File: config.mk
export PLATFORM = sky130hd
export DESIGN_NAME = mem_lsu
export DESIGN_NICKNAME = d
export VERILOG_FILES = /design/src/rtl/mem_lsu.sv
export SDC_FILE = /design/constraint.sdc
export NUM_CORES = 1
export LEC_CHECK = 0
export BUFFER_PORTS_ARGS = -buffer_cell sky130_fd_sc_hd__buf_2
export CORE_AREA = 2 2 151 153
export CTS_CLUSTER_SIZE = 25
export DETAILED_ROUTE_END_ITERATION = 12
export DIE_AREA = 0 0 153 155
export SLEW_MARGIN = 5
export SYNTH_ARGS = -nofsm -noshare
export SYNTH_HDL_FRONTEND = slang
export SYNTH_SLANG_ARGS = --single-unit
File: constraint.sdc
create_clock -name clk -period 2.6 [get_ports clk]
set_clock_uncertainty 0.1 [all_clocks]
set_input_delay 0 -clock clk [delete_from_list [all_inputs] [get_ports clk]]
set_output_delay 0 -clock clk [all_outputs]
set_load 0.02 [all_outputs]
File: src/rtl/mem_lsu.sv
// MEM-stage load/store unit: single-beat request/ack bus master with big-endian lane handling,
// LL/SC link bit and an ack watchdog. Non-memory ops flow straight through to MEM/WB.
module mem_lsu #(
  parameter int TIMEOUT_W = 8
) (
  input  logic        clk,
  input  logic        rst,
  input  logic [5:0]  stall,
  input  logic [4:0]  wd_i,
  input  logic        wreg_i,
  input  logic [31:0] wdata_i,
  input  logic [31:0] hi_i,
  input  logic [31:0] lo_i,
  input  logic        whilo_i,
  input  logic [7:0]  aluop_i,
  input  logic [31:0] mem_addr_i,
  input  logic [31:0] reg2_i,
  input  logic        llbit_clr,
  input  logic        bus_ack,
  input  logic [31:0] bus_dat_i,
  output logic [4:0]  wd_o,
  output logic        wreg_o,
  output logic [31:0] wdata_o,
  output logic [31:0] hi_o,
  output logic [31:0] lo_o,
  output logic        whilo_o,
  output logic        stallreq,
  output logic        addr_err,
  output logic        bus_err,
  output logic        bus_cyc,
  output logic        bus_stb,
  output logic        bus_we,
  output logic [3:0]  bus_sel,
  output logic [31:0] bus_addr,
  output logic [31:0] bus_dat_o
);

  localparam logic [7:0] OP_LB  = 8'b1110_0000;
  localparam logic [7:0] OP_LBU = 8'b1110_0100;
  localparam logic [7:0] OP_LH  = 8'b1110_0001;
  localparam logic [7:0] OP_LHU = 8'b1110_0101;
  localparam logic [7:0] OP_LW  = 8'b1110_0011;
  localparam logic [7:0] OP_SB  = 8'b1110_1000;
  localparam logic [7:0] OP_SH  = 8'b1110_1001;
  localparam logic [7:0] OP_SW  = 8'b1110_1011;
  localparam logic [7:0] OP_LL  = 8'b1111_0000;
  localparam logic [7:0] OP_SC  = 8'b1111_1000;

  typedef enum logic [1:0] {IDLE = 2'd0, BUSY = 2'd1, DONE = 2'd2} state_t;

  state_t                 state_reg, state_next;
  logic                   cyc_reg, we_reg, timed_out_reg, bus_err_reg, llbit_reg;
  logic [3:0]             sel_reg;
  logic [31:0]            addr_reg, dat_reg, rdata_reg;
  logic [TIMEOUT_W-1:0]   cnt_reg;

  logic        is_byte, is_half, is_word, is_store, is_mem;
  logic        misaligned, sc_fail, start, abort, cnt_max;
  logic [3:0]  sel_next;
  logic [31:0] dat_next, load_data;
  logic [7:0]  byte_val;
  logic [15:0] half_val;

  // Only the MEM-stage hold bit matters here.
  logic unused_stall;
  assign unused_stall = ^{stall[5], stall[3:0]};

  always_comb begin
    is_byte  = 1'b0;
    is_half  = 1'b0;
    is_word  = 1'b0;
    is_store = 1'b0;
    case (aluop_i)
      OP_LB, OP_LBU: is_byte = 1'b1;
      OP_LH, OP_LHU: is_half = 1'b1;
      OP_LW, OP_LL:  is_word = 1'b1;
      OP_SB:         begin is_byte = 1'b1; is_store = 1'b1; end
      OP_SH:         begin is_half = 1'b1; is_store = 1'b1; end
      OP_SW, OP_SC:  begin is_word = 1'b1; is_store = 1'b1; end
      default:       ;
    endcase
  end

  assign is_mem     = is_byte | is_half | is_word;
  assign misaligned = (is_half & mem_addr_i[0]) | (is_word & (|mem_addr_i[1:0]));
  assign sc_fail    = (aluop_i == OP_SC) & ~llbit_reg;
  assign start      = (state_reg == IDLE) & is_mem & ~misaligned & ~sc_fail;
  assign cnt_max    = &cnt_reg;
  assign abort      = (state_reg == BUSY) & ~bus_ack & cnt_max;

  always_comb begin
    sel_next = 4'b1111;
    dat_next = reg2_i;
    if (is_byte) begin
      sel_next = 4'b1000 >> mem_addr_i[1:0];
      dat_next = {4{reg2_i[7:0]}};
    end else if (is_half) begin
      sel_next = mem_addr_i[1] ? 4'b0011 : 4'b1100;
      dat_next = {2{reg2_i[15:0]}};
    end
  end

  // Big-endian: lane 0 of the word lives in the top byte.
  assign byte_val = rdata_reg[{~mem_addr_i[1:0], 3'b000} +: 8];
  assign half_val = rdata_reg[{~mem_addr_i[1], 4'b0000} +: 16];

  always_comb begin
    case (aluop_i)
      OP_LB:   load_data = {{24{byte_val[7]}}, byte_val};
      OP_LBU:  load_data = {24'h0, byte_val};
      OP_LH:   load_data = {{16{half_val[15]}}, half_val};
      OP_LHU:  load_data = {16'h0, half_val};
      default: load_data = rdata_reg;
    endcase
  end

  always_ff @(posedge clk) begin
    if (rst) state_reg <= IDLE;
    else     state_reg <= state_next;
  end

  always_comb begin
    state_next = state_reg;
    case (state_reg)
      IDLE:    if (start) state_next = BUSY;
      BUSY:    if (bus_ack || cnt_max) state_next = DONE;
      DONE:    if (!stall[4]) state_next = IDLE;
      default: state_next = IDLE;
    endcase
  end

  always_comb begin
    wd_o     = wd_i;
    wreg_o   = wreg_i;
    wdata_o  = wdata_i;
    hi_o     = hi_i;
    lo_o     = lo_i;
    whilo_o  = whilo_i;
    stallreq = 1'b0;
    addr_err = 1'b0;
    if (rst) begin
      wd_o    = 5'h0;
      wreg_o  = 1'b0;
      wdata_o = 32'h0;
      hi_o    = 32'h0;
      lo_o    = 32'h0;
      whilo_o = 1'b0;
    end else if (is_mem) begin
      if (misaligned) begin
        addr_err = 1'b1;
        wreg_o   = 1'b0;
      end else begin
        case (state_reg)
          IDLE: begin
            if (sc_fail) begin
              wreg_o  = 1'b1;
              wdata_o = 32'h0;
            end else begin
              stallreq = 1'b1;
              wreg_o   = 1'b0;
            end
          end
          BUSY: begin
            stallreq = 1'b1;
            wreg_o   = 1'b0;
          end
          DONE: begin
            if (aluop_i == OP_SC) begin
              wreg_o  = ~timed_out_reg;
              wdata_o = 32'h1;
            end else begin
              wreg_o = wreg_i & ~timed_out_reg;
              if (!is_store) wdata_o = load_data;
            end
          end
          default: ;
        endcase
      end
    end
  end

  always_ff @(posedge clk) begin
    if (rst) begin
      cyc_reg       <= 1'b0;
      we_reg        <= 1'b0;
      sel_reg       <= 4'h0;
      addr_reg      <= 32'h0;
      dat_reg       <= 32'h0;
      rdata_reg     <= 32'h0;
      cnt_reg       <= '0;
      timed_out_reg <= 1'b0;
      bus_err_reg   <= 1'b0;
    end else begin
      bus_err_reg <= abort;
      if (start) begin
        cyc_reg       <= 1'b1;
        we_reg        <= is_store;
        sel_reg       <= sel_next;
        addr_reg      <= {mem_addr_i[31:2], 2'b00};
        dat_reg       <= dat_next;
        cnt_reg       <= '0;
        timed_out_reg <= 1'b0;
      end else if (state_reg == BUSY) begin
        if (bus_ack) begin
          cyc_reg   <= 1'b0;
          rdata_reg <= bus_dat_i;
        end else if (cnt_max) begin
          cyc_reg       <= 1'b0;
          timed_out_reg <= 1'b1;
        end else begin
          cnt_reg <= cnt_reg + TIMEOUT_W'(1);
        end
      end
    end
  end

  // A clear request beats a link set on the same edge.
  always_ff @(posedge clk) begin
    if (rst || llbit_clr) begin
      llbit_reg <= 1'b0;
    end else if (state_reg == BUSY && bus_ack) begin
      if (aluop_i == OP_LL)      llbit_reg <= 1'b1;
      else if (aluop_i == OP_SC) llbit_reg <= 1'b0;
    end
  end

  assign bus_cyc   = cyc_reg;
  assign bus_stb   = cyc_reg;
  assign bus_we    = we_reg;
  assign bus_sel   = sel_reg;
  assign bus_addr  = addr_reg;
  assign bus_dat_o = dat_reg;
  assign bus_err   = bus_err_reg;

endmodule
==> impl_results.md <==
- Status: completed
- First-pass GRT wire length: 39600 um
- Area delta synth->final: 63.6%
- CP max-delay cell: mux4_2
- Total CTS buffers: 17
- Worst Tran Pin Value: 978 ps
- Top Ports: 394
- Unrepaired setup endpoints after global routing: false
- Synth async-reset ratio: 0%
- Initial DRC count: 444
- Final antenna-violating net count: 0
- Yosys warns: 0
- Height of the die: 155 um
- CP startpoint kind: register
- Setup Crit Path Kind: register to output port
- Metal3 WL: 1610 um
- Max Freq: 408 MHz
- H-tree Lvls: 4
- Final non-filler cell total: 1558
- Worst Setup End Kind: output port
- Period utilization: 94.3%
- Initial Util: 27.9%
- Overall global routing resource usage: 20.7%
- Max Root-Sink Buffers: 2
- DR top layer: met4
- Period minus WS final: 2450 ps
- 1st-pass router iterations: 5
- Core Box Area: 22200 um2
- Row Count: 55
- Initial antenna violation count: 0
- Fillers: 2225
- Slew margin rel.: 34.8%
- Die area: 23700 um2
- Metal-1 WL: 11100 um
- Setup TNS: 0 ps
- DP HPWL: 17800 um
- Synth Flop Type: dfxtp_1
- Inst Count DP: 1412
- Mapped Cells: 798
- Fin. max-slew vios: 0
- CTS tree: built
- Hold Vio Cnt, Final: 0
- Largest net degree at the start of global routing: 88
- Root Driver: clkbuf_16
- Reg clk slew, reported paths: 60 ps
- Via count: 7673
- Register bit total from synthesis: 113
- Count of flip-flops with a built-in enable after synthesis: 0
- Arrival @ worst endpoint: 2350 ps
- Seq/Total Area, Yosys: 36.5%
- Share of layout cells above drive strength 1: 36.7%
- Residual DRC: 0
- Netlist cell types: 62
- WL met2: 12300 um
- Synth Area per Inst: 7.77 um2
- Wire length per cell: 16.4 um
- Worst skew pair latency: 410 ps
- Max_cap viols: 0
- Worst path cell trace: mux4_2, a21oi_1, a2bb2oi_1, a22o_1, buf_2
- CP Data Required Time: 2500 ps
- Synth Cell Area: 6200 um2
- # port buffers: 386
- Slowest cell delay on critical path: 500 ps
- Vias in the first global route: 7374
- PwrDens: 496 nW/um2
- Worst VDD drop: 0.339 mV
- HP Class: input pin to register
- Nets: 1478
- Congestion Overflow GR: 0
- Inserted Diodes: 0
- Final setup viols: 0
- WL final: 25600 um
- Lkg Pwr: 4.38 nW
- CTS Sinks: 113
- Critical Path Fanout Max: 7
- Vias/cell: 4.92
- Width of the die: 153 um
- RD Place Congestion: 0.851
[cell usage after synthesis, drive strengths merged (12+ instances only)]
cell / instances / area (um2)
dfxtp: 113 / 2260
a21oi: 108 / 541
nand2: 99 / 372
nor2b: 72 / 450
o21ai: 70 / 350
clkbuf: 59 / 221
nand3: 48 / 240
nor2: 31 / 124
buf: 21 / 138
o2bb2ai: 21 / 184
mux2i: 20 / 200
nor3: 19 / 111
a311oi: 12 / 105
[power breakdown]
| part | internal, W | total, W | switching (W) |
|---|---|---|---|
| clock network | 0.00144 | 0.00239 | 0.000949 |
| registers | 0.00176 | 0.00178 | 0.0000167 |
| logic | 0.000406 | 0.000873 | 0.000467 |
[timing repair]
item                                    CTS  global route
endpoints found under the hold margin   102             0
endpoints found under the setup margin    0            19
hold buffers                            114             0
buffers inserted                          0             0
gates resized for setup                   0             2
[kinds of logic after synthesis]
group	synth area share, %
and+or+nand+nor	24.0
adders and majority gates	0.202
buffers and inverters	6.09
xor gates and xnor gates	0.989
other	0.0605
AOI/OAI and AO/OA	27.5
DFF	36.5
muxes	4.68
[metal layers]
layer / up-vias / track usage [%]
met5: - / 0
met4: 0 / 7.01
met3: 40 / 4.57
met2: 306 / 34.3
met1: 3548 / 26.9
li1: 3779 / -
[area by class of cell]
| cell class | instances | area [um2] | area share [%] |
|---|---|---|---|
| Inverter | 5 | 18.8 | 0.185 |
| Sequential cell | 113 | 2260 | 22.3 |
| Tap cell | 285 | 357 | 3.51 |
| Multi-Input combinational cell | 601 | 3610 | 35.5 |
| Timing Repair Buffer | 522 | 3310 | 32.6 |
| Clock buffer | 17 | 425 | 4.19 |
| Clock inverter | 15 | 173 | 1.70 |
[per-stage QoR]
stage               hold WS, ps  setup WS (ps)  instance area, um2  util (%)  total power [W]
CTS                        8.01           32.0               10100      45.6          0.00509
detailed placement         66.4            343                8400      37.8          0.00256
global route               53.7           49.6               10100      45.7          0.00525
global placement           65.7            357                8400      37.8          0.00256
finish                     28.5            148               10100      45.7          0.00504
floorplan                 -23.2            702                6210         -          0.00222
[cell usage in the layout, fill, tap and decap left out, drive strengths merged, types with 3 or more instances in the layout]
| cell type | instances |
|---|---|
| mux2 | 6 |
| nand4 | 3 |
| a22o | 11 |
| buf | 408 |
| clkbuf | 17 |
| a22oi | 3 |
| nor3 | 19 |
| nor2b | 72 |
| xnor2 | 4 |
| a211oi | 10 |
| nor4 | 3 |
| clkinv | 7 |
| nand2 | 99 |
| dfxtp | 113 |
| nand3 | 48 |
| nand2b | 4 |
| inv | 11 |
| o2bb2ai | 21 |
| a21oi | 108 |
| a2bb2oi | 11 |
| nor2 | 31 |
| dlygate4sd3 | 114 |
| o2111ai | 8 |
| o22ai | 4 |
| a311oi | 12 |
| xor2 | 3 |
| mux2i | 20 |
| o21ai | 70 |
[critical path: cells and delay by family, from the launching register on]
kind                   cells  cell delay, ps
AO/OA/AOI/OAI              3             920
multiplexers               1             500
flip-flops                 1             350
buffers and inverters      1             150
[worst paths after layout]
kind	start	endpoint	slack, ps	cells after the start
worst max register to register	state_reg[0]	bus_dat_o[17]	200	5
worst max-delay path	rdata_reg[15]	wdata_o[10]	150	5
worst min-delay path	mem_addr_i[1]	bus_sel[1]	30	4
worst min register to register	rdata_reg[6]	rdata_reg[6]	370	2
Power figures use the tool's default switching activity.
